### config.mk
export PLATFORM = sky130hd
export DESIGN_NAME = mygo_chan_fifo
export DESIGN_NICKNAME = d
export VERILOG_FILES = /design/src/rtl/mygo_chan_fifo.sv
export SDC_FILE = /design/constraint.sdc
export NUM_CORES = 1
export LEC_CHECK = 0
export ABC_AREA = 1
export ABC_CLOCK_PERIOD_IN_PS = 2400
export BUFFER_PORTS_ARGS = -buffer_cell sky130_fd_sc_hd__buf_4
export CORE_ASPECT_RATIO = 2
export CORE_UTILIZATION = 52
export DETAILED_ROUTE_END_ITERATION = 10
export MAX_ROUTING_LAYER = met4
export PLACE_DENSITY = 0.76
export SYNTH_ARGS = -nofsm -noshare
export SYNTH_HDL_FRONTEND = slang
export SYNTH_SLANG_ARGS = --single-unit
### constraint.sdc
create_clock -name clk -period 2.4 [get_ports clk]
set_input_delay 0.24 -clock clk [delete_from_list [all_inputs] [get_ports clk]]
set_output_delay 0.24 -clock clk [all_outputs]
set_load 0.02 [all_outputs]
### src/rtl/mygo_chan_fifo.sv
// Ready/valid channel FIFO with a circular register array and one-cycle latency.
// Define MYGO_CHAN_FIFO_BYPASS_EN to let an empty FIFO forward in_data combinationally.
module mygo_chan_fifo #(
    parameter int WIDTH = 32,
    parameter int DEPTH = 4
) (
    input  logic                         clk,
    input  logic                         rst,
    input  logic [WIDTH-1:0]             in_data,
    input  logic                         in_valid,
    output logic                         in_ready,
    output logic [WIDTH-1:0]             out_data,
    output logic                         out_valid,
    input  logic                         out_ready,
    output logic [$clog2(DEPTH+1)-1:0]   count
);
    localparam int PW = (DEPTH > 1) ? $clog2(DEPTH) : 1;
    localparam int CW = $clog2(DEPTH + 1);
    localparam logic [CW-1:0] FULL = CW'(DEPTH);
    localparam logic [PW-1:0] LAST = PW'(DEPTH - 1);

    logic [WIDTH-1:0] mem_q [DEPTH];
    logic [PW-1:0]    wptr_q, wptr_d, rptr_q, rptr_d;
    logic [CW-1:0]    count_q, count_d;
    logic             empty, byp, push, pop, store, take;

    assign empty    = (count_q == '0);
    assign in_ready = (count_q < FULL);
    assign count    = count_q;

`ifdef MYGO_CHAN_FIFO_BYPASS_EN
    // Gated by rst so the outputs stay quiet during reset even with in_valid high.
    assign byp = empty && in_valid && !rst;
`else
    assign byp = 1'b0;
`endif

    assign out_valid = !empty || byp;

    always_comb begin
        out_data = '0;
        if (!empty)
            out_data = mem_q[rptr_q];
        else if (byp)
            out_data = in_data;
    end

    assign push  = in_valid && in_ready;
    assign pop   = out_valid && out_ready;
    // A bypassed element consumed in the same cycle never touches storage.
    assign store = push && !(byp && out_ready);
    assign take  = pop && !empty;

    always_comb begin
        wptr_d  = wptr_q;
        rptr_d  = rptr_q;
        count_d = count_q;
        if (store)
            wptr_d = (wptr_q == LAST) ? '0 : wptr_q + PW'(1);
        if (take)
            rptr_d = (rptr_q == LAST) ? '0 : rptr_q + PW'(1);
        case ({store, take})
            2'b10:   count_d = count_q + CW'(1);
            2'b01:   count_d = count_q - CW'(1);
            default: count_d = count_q;
        endcase
    end

    always_ff @(posedge clk or posedge rst) begin
        if (rst) begin
            wptr_q  <= '0;
            rptr_q  <= '0;
            count_q <= '0;
        end else begin
            wptr_q  <= wptr_d;
            rptr_q  <= rptr_d;
            count_q <= count_d;
        end
    end

    always_ff @(posedge clk) begin
        if (store)
            mem_q[wptr_q] <= in_data;
    end
endmodule

==> key figures, run 1 <==
Worst setup path
  – CP endpoint kind: output pin
  – Crit path launch type: flop
  – Setup slack, reg-to-reg: between 0.3 and 0.4 ns
  – Worst path required time: 2.16 ns
  – Crit-path max FO: 32
  – RR Startpoint: count[2]
  – Worst R2R End: count[2]
  – Reg2Reg Depth: 9
  – Critical path type: reg2out
  – WP data arrival: approximately 1.9 ns

Synthesis
  – Synth Cell Area: slightly below 0.006 mm²
  – Netlist cell types: 19
  – Post-synthesis register bit count: 135
  – Yosys top cell area share: between 60% and 70%
  – Mapped Cells: 560
  – Sequential area share after synthesis: 68.3%
  – Synthesized area per cell: 10.5 µm²
  – Largest cells by area after synthesis: edfxtp_1 (65%), inv_1 (8.9%), nand2_1 (8.9%), nand3_1 (5.5%), a21oi_1 (3.0%)
  – Yosys top cell by area: edfxtp_1
  – Yosys warns: 0
  – Syn Nets: between 600 and 700

STA
  – Clk_skew: 0.00479 ns
  – RSZ-0062 raised after global routing: no
  – Slew at the pin closest to its max-slew limit: around 0.61 ns
  – Fin Setup TNS: 0 ns
  – Final setup violation count: 0
  – Rel. slew slack: 59.2%
  – Final Max Slew Viols: 0
  – Minimum clock period after layout: around 2.1 ns
  – Final period util: approximately 89%
  – Fin. Hold Viols: 0
  – Peak Freq: ~470 MHz

Clock network
  – Post_cts resized: 0
  – Clock sinks: 135
  – CTS max path bufs: 2
  – TritonCTS Buffers: 17
  – Clock slew at reported path FFs: 0.05 ns
  – CTS tree: done
  – Clk Latency, worst-skew pair: 0.41 ns
  – Root Buffer: clkbuf_16
  – CTS HTree Levels: 4

Placement
  – DP Area: 0.00660 mm²
  – Number of port buffers: 72
  – DP Wirelength: 7620 µm
  – GPL Wtd Cong: roughly 0.77

Detailed routing
  – Wirelength per Cell: approximately 16 µm
  – Total number of vias: between 4000 and 5000
  – Post-route ant nets: 0
  – # DRC: 0
  – DR iter-0 viols: around 270
  – Routed WL: 12300 µm
  – First-pass iteration count of the detailed router: 7
  – Via density: roughly 5.1

Die
  – Site Rows: 54
  – IO Count: 73
  – Starting Density: between 50% and 60%
  – Core Region: 0.0109 mm²
  – Die X: between 70 and 80 µm
  – Die Ht: ~150 µm
  – Die ar.: about 0.012 mm²

Cells and area
  – Area Growth Syn to Fin: 23.0%
  – Final instance area: just over 0.007 mm²
  – Layout cell share with drive strength beyond 1: a little under a fifth
  – Fillers: roughly 840
  – Post-layout nets: 683
  – Diodes inserted: 0

Power
  – Lkg Pwr: around 3.3 nW
  – Peak supply drop: 0.902 mV
  – Total power: roughly 0.0097 W
  – Power density over the cells: around 1300 mW/mm²

GRT
  – Number of global-route vias before repair: 4165
  – Initial antenna violation count: 0
  – Tot GR Track Use: roughly 23%
  – First-pass GRT wire length: 19700 µm
  – Gr ovfl total: 0
  – Largest net degree at the start of global routing: 35

Min path
  – Min-Delay Path Class: in2reg
  – Hold_sp: in_data[29]
  – WHS Endpoint: mem_q[2][29]
  – Hold Path Depth: 1

Flow run
  – Max cap viols: 0

Outcome
  – Run status: complete, no violations
## synth_stat cells
| cell | instances |
|---|---|
| a21oi_1 | 35 |
| buf_2 | 17 |
| buf_4 | 2 |
| buf_6 | 4 |
| dfrtp_1 | 7 |
| edfxtp_1 | 128 |
| fa_1 | 1 |
| ha_1 | 6 |
| inv_1 | 139 |
| inv_2 | 6 |
| nand2_1 | 139 |
| nand3_1 | 65 |
| nand3_2 | 1 |
| nand4_1 | 1 |
| nor2_1 | 5 |
| o21ai_0 | 1 |
| o21ai_1 | 1 |
| or2_1 | 1 |
| xnor2_1 | 1 |
## where the power goes
group          switching, W  total (W)  internal, W
Sequential         0.000129    0.00315      0.00302
Combinational       0.00247    0.00379      0.00133
Clock              0.000929    0.00277      0.00184
Total               0.00352    0.00971      0.00618
## per-layer routing
layer  track usage (%)  vias up  wire, µm
li1                  -     1930         -
met1              23.5     1960      4370
met2              41.3      128      7180
met3              4.49       10       600
met4              10.4        0       140
met5                 -        -         0
## worst max path at each step
stage,startpoint,end,cells after the start
3_3_place_gp,count[2],count[2],9
6_report,rptr_q[1],out_data[14],4
2_1_floorplan,count[2],mem_q[0][0],3
4_1_cts,rptr_q[1],out_data[14],4
5_1_grt,rptr_q[1],out_data[14],4
3_5_place_dp,count[2],count[2],9
## cell usage in the layout, fill, tap and decap left out, types with 2 or more instances in the layout
master,n
ha_1,6
clkinvlp_4,3
a21oi_1,35
dfrtp_1,6
inv_2,6
edfxtp_1,128
clkbuf_16,17
buf_12,2
clkinv_1,2
clkbuf_1,2
nand2_1,139
inv_1,139
buf_4,81
bufinv_16,5
nand3_1,65
nor2_4,4
## kinds of logic after synthesis
kind of cell / share of synthesized area (%)
AOI/OAI and AO/OA: 3.15
xor gates and xnor gates: 0.149
adders and majority gates: 1.62
buffers and inverters: 11.7
DFF: 68.3
and+or+nand+nor: 15.1
## state kept, by name, summed over array words and instances, names as in the netlist
| name | count |
|---|---|
| mem_q | 128 |
| count | 3 |
| rptr_q | 2 |
| wptr_q | 2 |
## critical path, stage by stage, from the launching register on
cell and delay (ns):
dfrtp_1 0.38, inv_2 0.46, nand3_1 0.15, a21oi_1 0.29
buf_4 0.20
## per-stage QoR
step	utilization (%)	cells	hold slack (ns)	setup slack (ns)
floorplan	-	560	0.0434	-0.215
global placement	60.3	760	0.198	0.524
detailed placement	60.3	760	0.209	0.392
CTS	66.2	793	0.0192	0.225
global route	66.2	793	0.0153	0.153
finish	66.2	793	0.0316	0.264
## area by class of cell
cell class,instances,area (µm²),share of cell area (%)
tap,140,175,2.42
multi-input combinational,257,1210,16.7
clock inverter,13,203,2.80
sequential,135,4020,55.5
inverter,145,544,7.52
timing repair buffer,84,658,9.09
clock buffer,19,433,5.98
## repair_timing
| action | in CTS | in global routing |
|---|---|---|
| setup buffers | 0 | 0 |
| hold endpoints to repair | 7 | 0 |
| hold buffers | 1 | 0 |
(Power assumes the default switching activity.)
==> inputs of run 2 (changes only) <==
--- a/config.mk
+++ b/config.mk
@@ -5,14 +5,13 @@
 export SDC_FILE = /design/constraint.sdc
 export NUM_CORES = 1
 export LEC_CHECK = 0
-export ABC_AREA = 1
 export ABC_CLOCK_PERIOD_IN_PS = 2400
 export BUFFER_PORTS_ARGS = -buffer_cell sky130_fd_sc_hd__buf_4
 export CORE_ASPECT_RATIO = 2
-export CORE_UTILIZATION = 52
+export CORE_UTILIZATION = 51
 export DETAILED_ROUTE_END_ITERATION = 10
 export MAX_ROUTING_LAYER = met4
-export PLACE_DENSITY = 0.76
+export PLACE_DENSITY = 0.75
 export SYNTH_ARGS = -nofsm -noshare
 export SYNTH_HDL_FRONTEND = slang
 export SYNTH_SLANG_ARGS = --single-unit
==> key figures, run 2 <==
Placement
  – Number of port buffers: 72 (unchanged)
  – Pre-CTS worst setup slack: 0.485 ns (+0.0930 ns)
  – DP Area: 0.00608 mm² (-7.8%)
  – Dpl cells: 449 (-41%)
  – GPL Wtd Cong: 0.695 (-10%)

STA
  – Final setup violation count: 0 (unchanged)
  – Fin Setup TNS: 0 ns (unchanged)
  – Rel. slew slack: 67.8% (+8.7 points)
  – Final worst setup slack: 0.201 ns (-0.0633 ns)
  – Fin. Hold Viols: 0 (unchanged)
  – Final Max Slew Viols: 0 (unchanged)
  – Slew at the pin closest to its max-slew limit: 0.482 ns (-0.130 ns)
  – RSZ-0062 raised after global routing: no
  – Final period util: 91.6% (+2.6 points)
  – Minimum clock period after layout: 2.20 ns (+0.0633 ns)
  – Clk_skew: 0.00601 ns (+0.00122 ns)
  – Peak Freq: 455 MHz (-2.9%)

Synthesis
  – Post-synthesis register bit count: 135 (unchanged)
  – Post-synth top cells: edfxtp_1 (128), and2_1 (36), mux4_2 (28)
  – Largest cells by area after synthesis: edfxtp_1 (72%), mux4_2 (12%), and2_1 (4.2%), dfrtp_1 (3.3%), mux4_1 (2.0%)
  – EDFF count, synth: 128 (unchanged)
  – Syn Nets: 289 (-52%)
  – Post-synth ARST share: 5.19% (unchanged)
  – Synthesized area per cell: 21.7 µm² (+110%)
  – Yosys top cell area share: 72.1% (+6.8 points)
  – Top-count cell post-synth: edfxtp_1
  – Sequential area share after synthesis: 75.4% (+7.1 points)
  – Synth Cell Area: 0.00533 mm² (-9.4%)
  – Post-synth top flop: edfxtp_1
  – Yosys top cell by area: edfxtp_1
  – Mapped Cells: 246 (-56%)
  – Netlist cell types: 22 (+3)
  – Yosys warns: 0 (unchanged)

Min path
  – Hold_sp: in_data[23]
  – WHS Endpoint: mem_q[3][23]
  – Hold Path Depth: 1 (unchanged)
  – Min-Delay Path Class: in2reg

Clock network
  – CTS tree: done
  – Clk Latency, worst-skew pair: 0.41 ns (about the same)
  – CTS max path bufs: 2 (unchanged)
  – TritonCTS Buffers: 17 (unchanged)
  – CTS HTree Levels: 4 (unchanged)
  – Clock slew at reported path FFs: 0.05 ns (about the same)
  – Root Buffer: clkbuf_16
  – Clock sinks: 135 (unchanged)

Worst setup path
  – WP data arrival: 1.96 ns (+0.06 ns)
  – Worst R2R End: count[1]
  – RR Startpoint: count[0]
  – CP Cell Sequence: buf_12, mux4_2, and2_1, buf_4
  – Total buffers and inverters traversed by the critical path: 2 (unchanged)
  – Worst path required time: 2.16 ns (about the same)
  – CP peak stage delay: 0.65 ns (+0.19 ns)
  – Setup slack, reg-to-reg: 0.48 ns (+0.11 ns)
  – CP endpoint kind: output pin
  – Crit path max-delay family: flip-flops
  – Critical path type: reg2out
  – Crit-path max FO: 20 (-38%)
  – Crit path launch type: flop
  – Slowest cell on crit path: dfrtp_2
  – Reg2Reg Depth: 6 (-3)
  – WP depth: 4 (unchanged)

Cells and area
  – Layout cell share with drive strength beyond 1: 41.0% (+22 points)
  – Area Growth Syn to Fin: 24.4%
  – Largest register FFs: 128 (unchanged)
  – Post-layout nets: 377 (-45%)
  – Diodes inserted: 0 (unchanged)
  – Final instance area: 0.00663 mm² (-8.4%)
  – Most common cell after layout, fill and taps aside: edfxtp_1
  – Largest Register: mem_q
  – Final Non-Filler Cells: 481 (-39%)
  – Final Core Density: 65.4% (-0.79 points)
  – Commonest non-fill, non-tap cells in the layout: edfxtp_1 (128), buf_4 (74), and2_1 (32), mux4_2 (28), clkbuf_16 (17)

Detailed routing
  – First-pass iteration count of the detailed router: 4 (-3)
  – Post-route ant nets: 0 (unchanged)
  – Via density: 5.21 (+2.5%)
  – Wirelength per Cell: 19.6 µm (+26%)
  – Total number of vias: 2504 (-38%)
  – Routed WL: 9420 µm (-23%)
  – # DRC: 0 (unchanged)
  – DR iter-0 viols: 149 (-44%)

GRT
  – First-pass GRT wire length: 15000 µm (-24%)
  – Tot GR Track Use: 20.5% (-2.4 points)
  – Number of global-route vias before repair: 2784 (-33%)
  – Largest net degree at the start of global routing: 34 (-2.9%)
  – Initial antenna violation count: 0 (unchanged)
  – Gr ovfl total: 0 (unchanged)

Die
  – Die ar.: 0.0109 mm² (-7.5%)
  – Site Rows: 52 (-3.7%)
  – Die Ht: 147 µm (-3.8%)
  – Die X: 74.3 µm (-3.8%)
  – IO Count: 73 (unchanged)
  – Starting Density: 52.5% (-1.2 points)
  – Core Region: 0.0101 mm² (-7.3%)

Flow run
  – Max cap viols: 0 (unchanged)

Power
  – Lkg Pwr: 2.37 nW (-28%)
  – Peak supply drop: 1.00 mV (+11%)
  – Power density over the cells: 1310 mW/mm² (-2.6%)

Outcome
  – Run status: complete, no violations
-- run 2: how the worst max path moves through the flow --
stage                     slack, ns      start           end
after floorplan                0.38   count[2]   mem_q[0][0]
after global placement         0.55   count[0]      count[2]
after detailed placement       0.49   count[0]      count[1]
after CTS                      0.16  rptr_q[1]   out_data[3]
after global routing           0.13  rptr_q[1]  out_data[17]
final                          0.20  rptr_q[1]   out_data[3]
-- run 2: metrics by stage --
step	total power [W]	hold slack [ns]
finish	0.00866	0.0309
global placement	0.00631	0.203
CTS	0.00878	0.0181
detailed placement	0.00638	0.203
floorplan	0.00525	0.0434
global route	0.00906	0.0185
-- run 2: area by class of cell --
class                           instances  area (µm²)
Clock inverter                         11         109
Fill cell                             705        3520
Multi-Input combinational cell         91        1180
Inverter                                8        30.0
Tap cell                              135         169
Sequential cell                       135        4020
Clock buffer                           20         437
Timing Repair Buffer                   81         686
-- run 2: routing by layer --
metal	wire [µm]	part of all wire, %	up-vias	track usage (%)
met1	3540	38	1275	23.1
li1	-	-	1151	-
met3	329	3.5	15	5.24
met4	181	1.9	0	8.21
met2	5370	57	63	34.2
met5	0	0	-	-
-- run 2: worst register-to-register path, delay by kind of cell (launching register included) --
| kind | cells | cell delay [ns] |
|---|---|---|
| adders and majority gates | 2 | 0.62 |
| and+or+nand+nor | 2 | 0.58 |
| DFF | 1 | 0.42 |
| muxes | 1 | 0.15 |
| buffers and inverters | 1 | 0.07 |
-- run 2: cells by family after synthesis --
kind of cell,Yosys count,share of synthesized area [%]
AO/OA/AOI/OAI,2,0.188
adder cells (fa/ha/maj),7,1.78
multiplexers,35,14.6
flip-flops,135,75.4
AND/OR/NAND/NOR,44,5.07
buffers and inverters,20,2.53
XOR/XNOR,3,0.493
-- run 2: timing repair --
| item | in CTS | in global routing |
|---|---|---|
| resized for setup | 0 | 0 |
| hold endpoints to repair | 7 | 0 |
| hold buffers | 1 | 0 |
| buffers inserted | 0 | 0 |
-- run 2: where the power goes --
| part | switching [W] | total (W) | leakage [nW] | internal (W) |
|---|---|---|---|---|
| Clock | 0.000876 | 0.00238 | 0.260 | 0.00150 |
| Sequential | 0.000176 | 0.00314 | 1.24 | 0.00297 |
| Combinational | 0.00158 | 0.00314 | 0.862 | 0.00156 |
| Total | 0.00263 | 0.00866 | 2.37 | 0.00603 |
==> inputs of run 3 (changes only) <==
--- a/config.mk
+++ b/config.mk
@@ -7,11 +7,13 @@
 export LEC_CHECK = 0
 export ABC_CLOCK_PERIOD_IN_PS = 2400
 export BUFFER_PORTS_ARGS = -buffer_cell sky130_fd_sc_hd__buf_4
+export CELL_PAD_IN_SITES_DETAIL_PLACEMENT = 1
+export CELL_PAD_IN_SITES_GLOBAL_PLACEMENT = 1
 export CORE_ASPECT_RATIO = 2
-export CORE_UTILIZATION = 51
+export CORE_UTILIZATION = 45
 export DETAILED_ROUTE_END_ITERATION = 10
 export MAX_ROUTING_LAYER = met4
-export PLACE_DENSITY = 0.75
+export PLACE_DENSITY = 0.76
 export SYNTH_ARGS = -nofsm -noshare
 export SYNTH_HDL_FRONTEND = slang
 export SYNTH_SLANG_ARGS = --single-unit
==> key figures, run 3 (synthesis results as in run 2) <==
Worst setup path
  – Worst path required time: 2.16 ns (about the same)
  – WP data arrival: 2.02 ns (+0.06 ns)
  – Critical path type: reg2out
  – Crit path launch type: flop
  – CP endpoint kind: output pin
  – Crit-path max FO: 16 (-20%)

STA
  – Final setup violation count: 0 (unchanged)
  – Peak Freq: 443 MHz (-2.6%)
  – Fin Setup TNS: 0 ns (unchanged)
  – Minimum clock period after layout: 2.26 ns (+0.0585 ns)
  – Fin. Hold Viols: 0 (unchanged)
  – Final period util: 94.1% (+2.4 points)
  – Clk_skew: 0.00896 ns (+0.00295 ns)
  – Final Max Slew Viols: 0 (unchanged)
  – Rel. slew slack: 66.0% (-1.9 points)
  – RSZ-0062 raised after global routing: no
  – Slew at the pin closest to its max-slew limit: 0.510 ns (+0.0280 ns)

Clock network
  – CTS tree: done
  – Number of setup buffers added after CTS: 0 (unchanged)
  – CTS HTree Levels: 4 (unchanged)
  – TritonCTS Buffers: 17 (unchanged)
  – Clock sinks: 135 (unchanged)
  – Root Buffer: clkbuf_16
  – Post_cts resized: 0 (unchanged)
  – Hold Buf Count CTS: 1 (unchanged)
  – Clock slew at reported path FFs: 0.06 ns (about the same)
  – Clk Latency, worst-skew pair: 0.42 ns (about the same)
  – CTS max path bufs: 2 (unchanged)

GRT
  – Largest net degree at the start of global routing: 34 (unchanged)
  – Number of global-route vias before repair: 2908 (+4.5%)
  – Gr ovfl total: 0 (unchanged)
  – Initial antenna violation count: 0 (unchanged)
  – First-pass GRT wire length: 15900 µm (+6.5%)
  – Tot GR Track Use: 19.3% (-1.2 points)

Placement
  – Number of port buffers: 72 (unchanged)
  – DP Wirelength: 6690 µm
  – DP Area: 0.00607 mm² (about the same)
  – GPL Wtd Cong: 0.707 (+1.8%)

Cells and area
  – Commonest non-fill, non-tap cells in the layout: edfxtp_1 (128), buf_4 (83), and2_1 (32), mux4_2 (28), clkbuf_16 (17)
  – Post-layout nets: 382 (+1.3%)
  – Area Growth Syn to Fin: 25.0%
  – Area occupied by multi-input gates: 0.00118 mm² (unchanged)
  – Largest Register: mem_q
  – Layout cell share with drive strength beyond 1: 43.5% (+2.4 points)
  – Most common cell after layout, fill and taps aside: edfxtp_1
  – Largest register FFs: 128 (unchanged)
  – Final instance area: 0.00666 mm² (+0.45%)
  – Fillers: 1017 (+44%)
  – Reg area: 0.00402 mm² (unchanged)
  – Diodes inserted: 0 (unchanged)

Power
  – Gate power share: 36.0% (-0.2 points)
  – Clk pwr share: 28.5% (+1.0 points)
  – Switching share of total power: 31.7% (+1.3 points)
  – Cell internal pwr: 0.00604 W (+0.13%)
  – Peak supply drop: 0.777 mV (-22%)
  – Lkg Pwr: 2.39 nW (+0.86%)
  – Power density over the cells: 1330 mW/mm² (+1.6%)
  – Net Switching: 0.00280 W (+6.5%)
  – Reg power frac: 35.5% (-0.8 points)

Flow run
  – Max cap viols: 0 (unchanged)

Die
  – Core Region: 0.0114 mm² (+13%)
  – Die ar.: 0.0123 mm² (+13%)
  – Starting Density: 46.7% (-5.9 points)
  – Site Rows: 55 (+5.8%)
  – Die Ht: 156 µm (+6.4%)
  – Die X: 79.0 µm (+6.3%)
  – IO Count: 73 (unchanged)

Detailed routing
  – First-pass iteration count of the detailed router: 4 (unchanged)
  – Post-route ant nets: 0 (unchanged)
  – # DRC: 0 (unchanged)
  – Via density: 5.29 (+1.5%)
  – Wirelength per Cell: 21.1 µm (+7.9%)
  – Total number of vias: 2611 (+4.3%)
  – DR iter-0 viols: 102 (-32%)
  – Routed WL: 10400 µm (+11%)

Outcome
  – Run status: complete, no violations

Min path
  – Min-Delay Path Class: in2reg
## run 3: cell types whose count changed in the layout (fill, tap and decap cells not counted), sizes merged
cell      previous run  this run
buf                 80        85
clkinv               7         4
clkinvlp             2         5
inv                  8        11
clkbuf              20        18
## run 3: through the flow
stage | hold WS (ns) | cells | util, % | worst slack (ns) | power (W)
CTS | 0.00726 | 494 | 58.3 | 0.105 | 0.00898
global placement | 0.211 | 461 | 53.2 | 0.540 | 0.00633
finish | 0.0224 | 494 | 58.3 | 0.143 | 0.00884
detailed placement | 0.207 | 461 | 53.2 | 0.510 | 0.00644
global route | 0.00335 | 494 | 58.3 | 0.0580 | 0.00922
floorplan | 0.0434 | 246 | - | 0.376 | 0.00525
## run 3: routing by layer
layer  part of all wire, %  vias to the layer above  global-route usage (%)
met5                     0                        -                       -
met4                   1.7                        0                    8.57
met3                   2.7                       18                    4.62
met2                    60                       56                    35.3
met1                    36                     1383                    18.8
li1                      -                     1154                       -
## run 3: power groups by stage
stage | Combinational (W) | Clock, W | Sequential, W
after global routing | 0.00340 | 0.00265 | 0.00317
after global placement | 0.00317 | 0 | 0.00316
final | 0.00318 | 0.00252 | 0.00314
after CTS | 0.00327 | 0.00257 | 0.00315
after detailed placement | 0.00325 | 0 | 0.00319
after floorplan | 0.00213 | 0 | 0.00313
## run 3: final cells by class
| cell class | count | share of cell area, % |
|---|---|---|
| Multi-Input combinational cell | 91 | 17.7 |
| Timing Repair Buffer | 86 | 10.1 |
| Inverter | 8 | 0.451 |
| Clock buffer | 18 | 6.44 |
| Clock inverter | 14 | 2.25 |
| Tap cell | 142 | 2.67 |
| Sequential cell | 135 | 60.3 |
## run 3: path summary, 6_finish.rpt
path                            startpoint      endpoint  cells after the start  slack (ns)
worst max-delay path             rptr_q[1]  out_data[26]                      4        0.14
worst min-delay path            in_data[4]   mem_q[3][4]                      1        0.02
worst max register to register    count[0]      count[2]                      8        0.51
worst min register to register    count[0]      count[0]                      1        0.53
max in group asynchronous              rst     rptr_q[0]                      3        1.82
min in group asynchronous              rst      count[0]                      3        0.32
## run 3: critical path, cell delays in order (launching register included)
cell,delay [ns]
dfrtp_2,0.62
buf_4,0.28
mux4_2,0.34
and2_1,0.20
buf_4,0.16
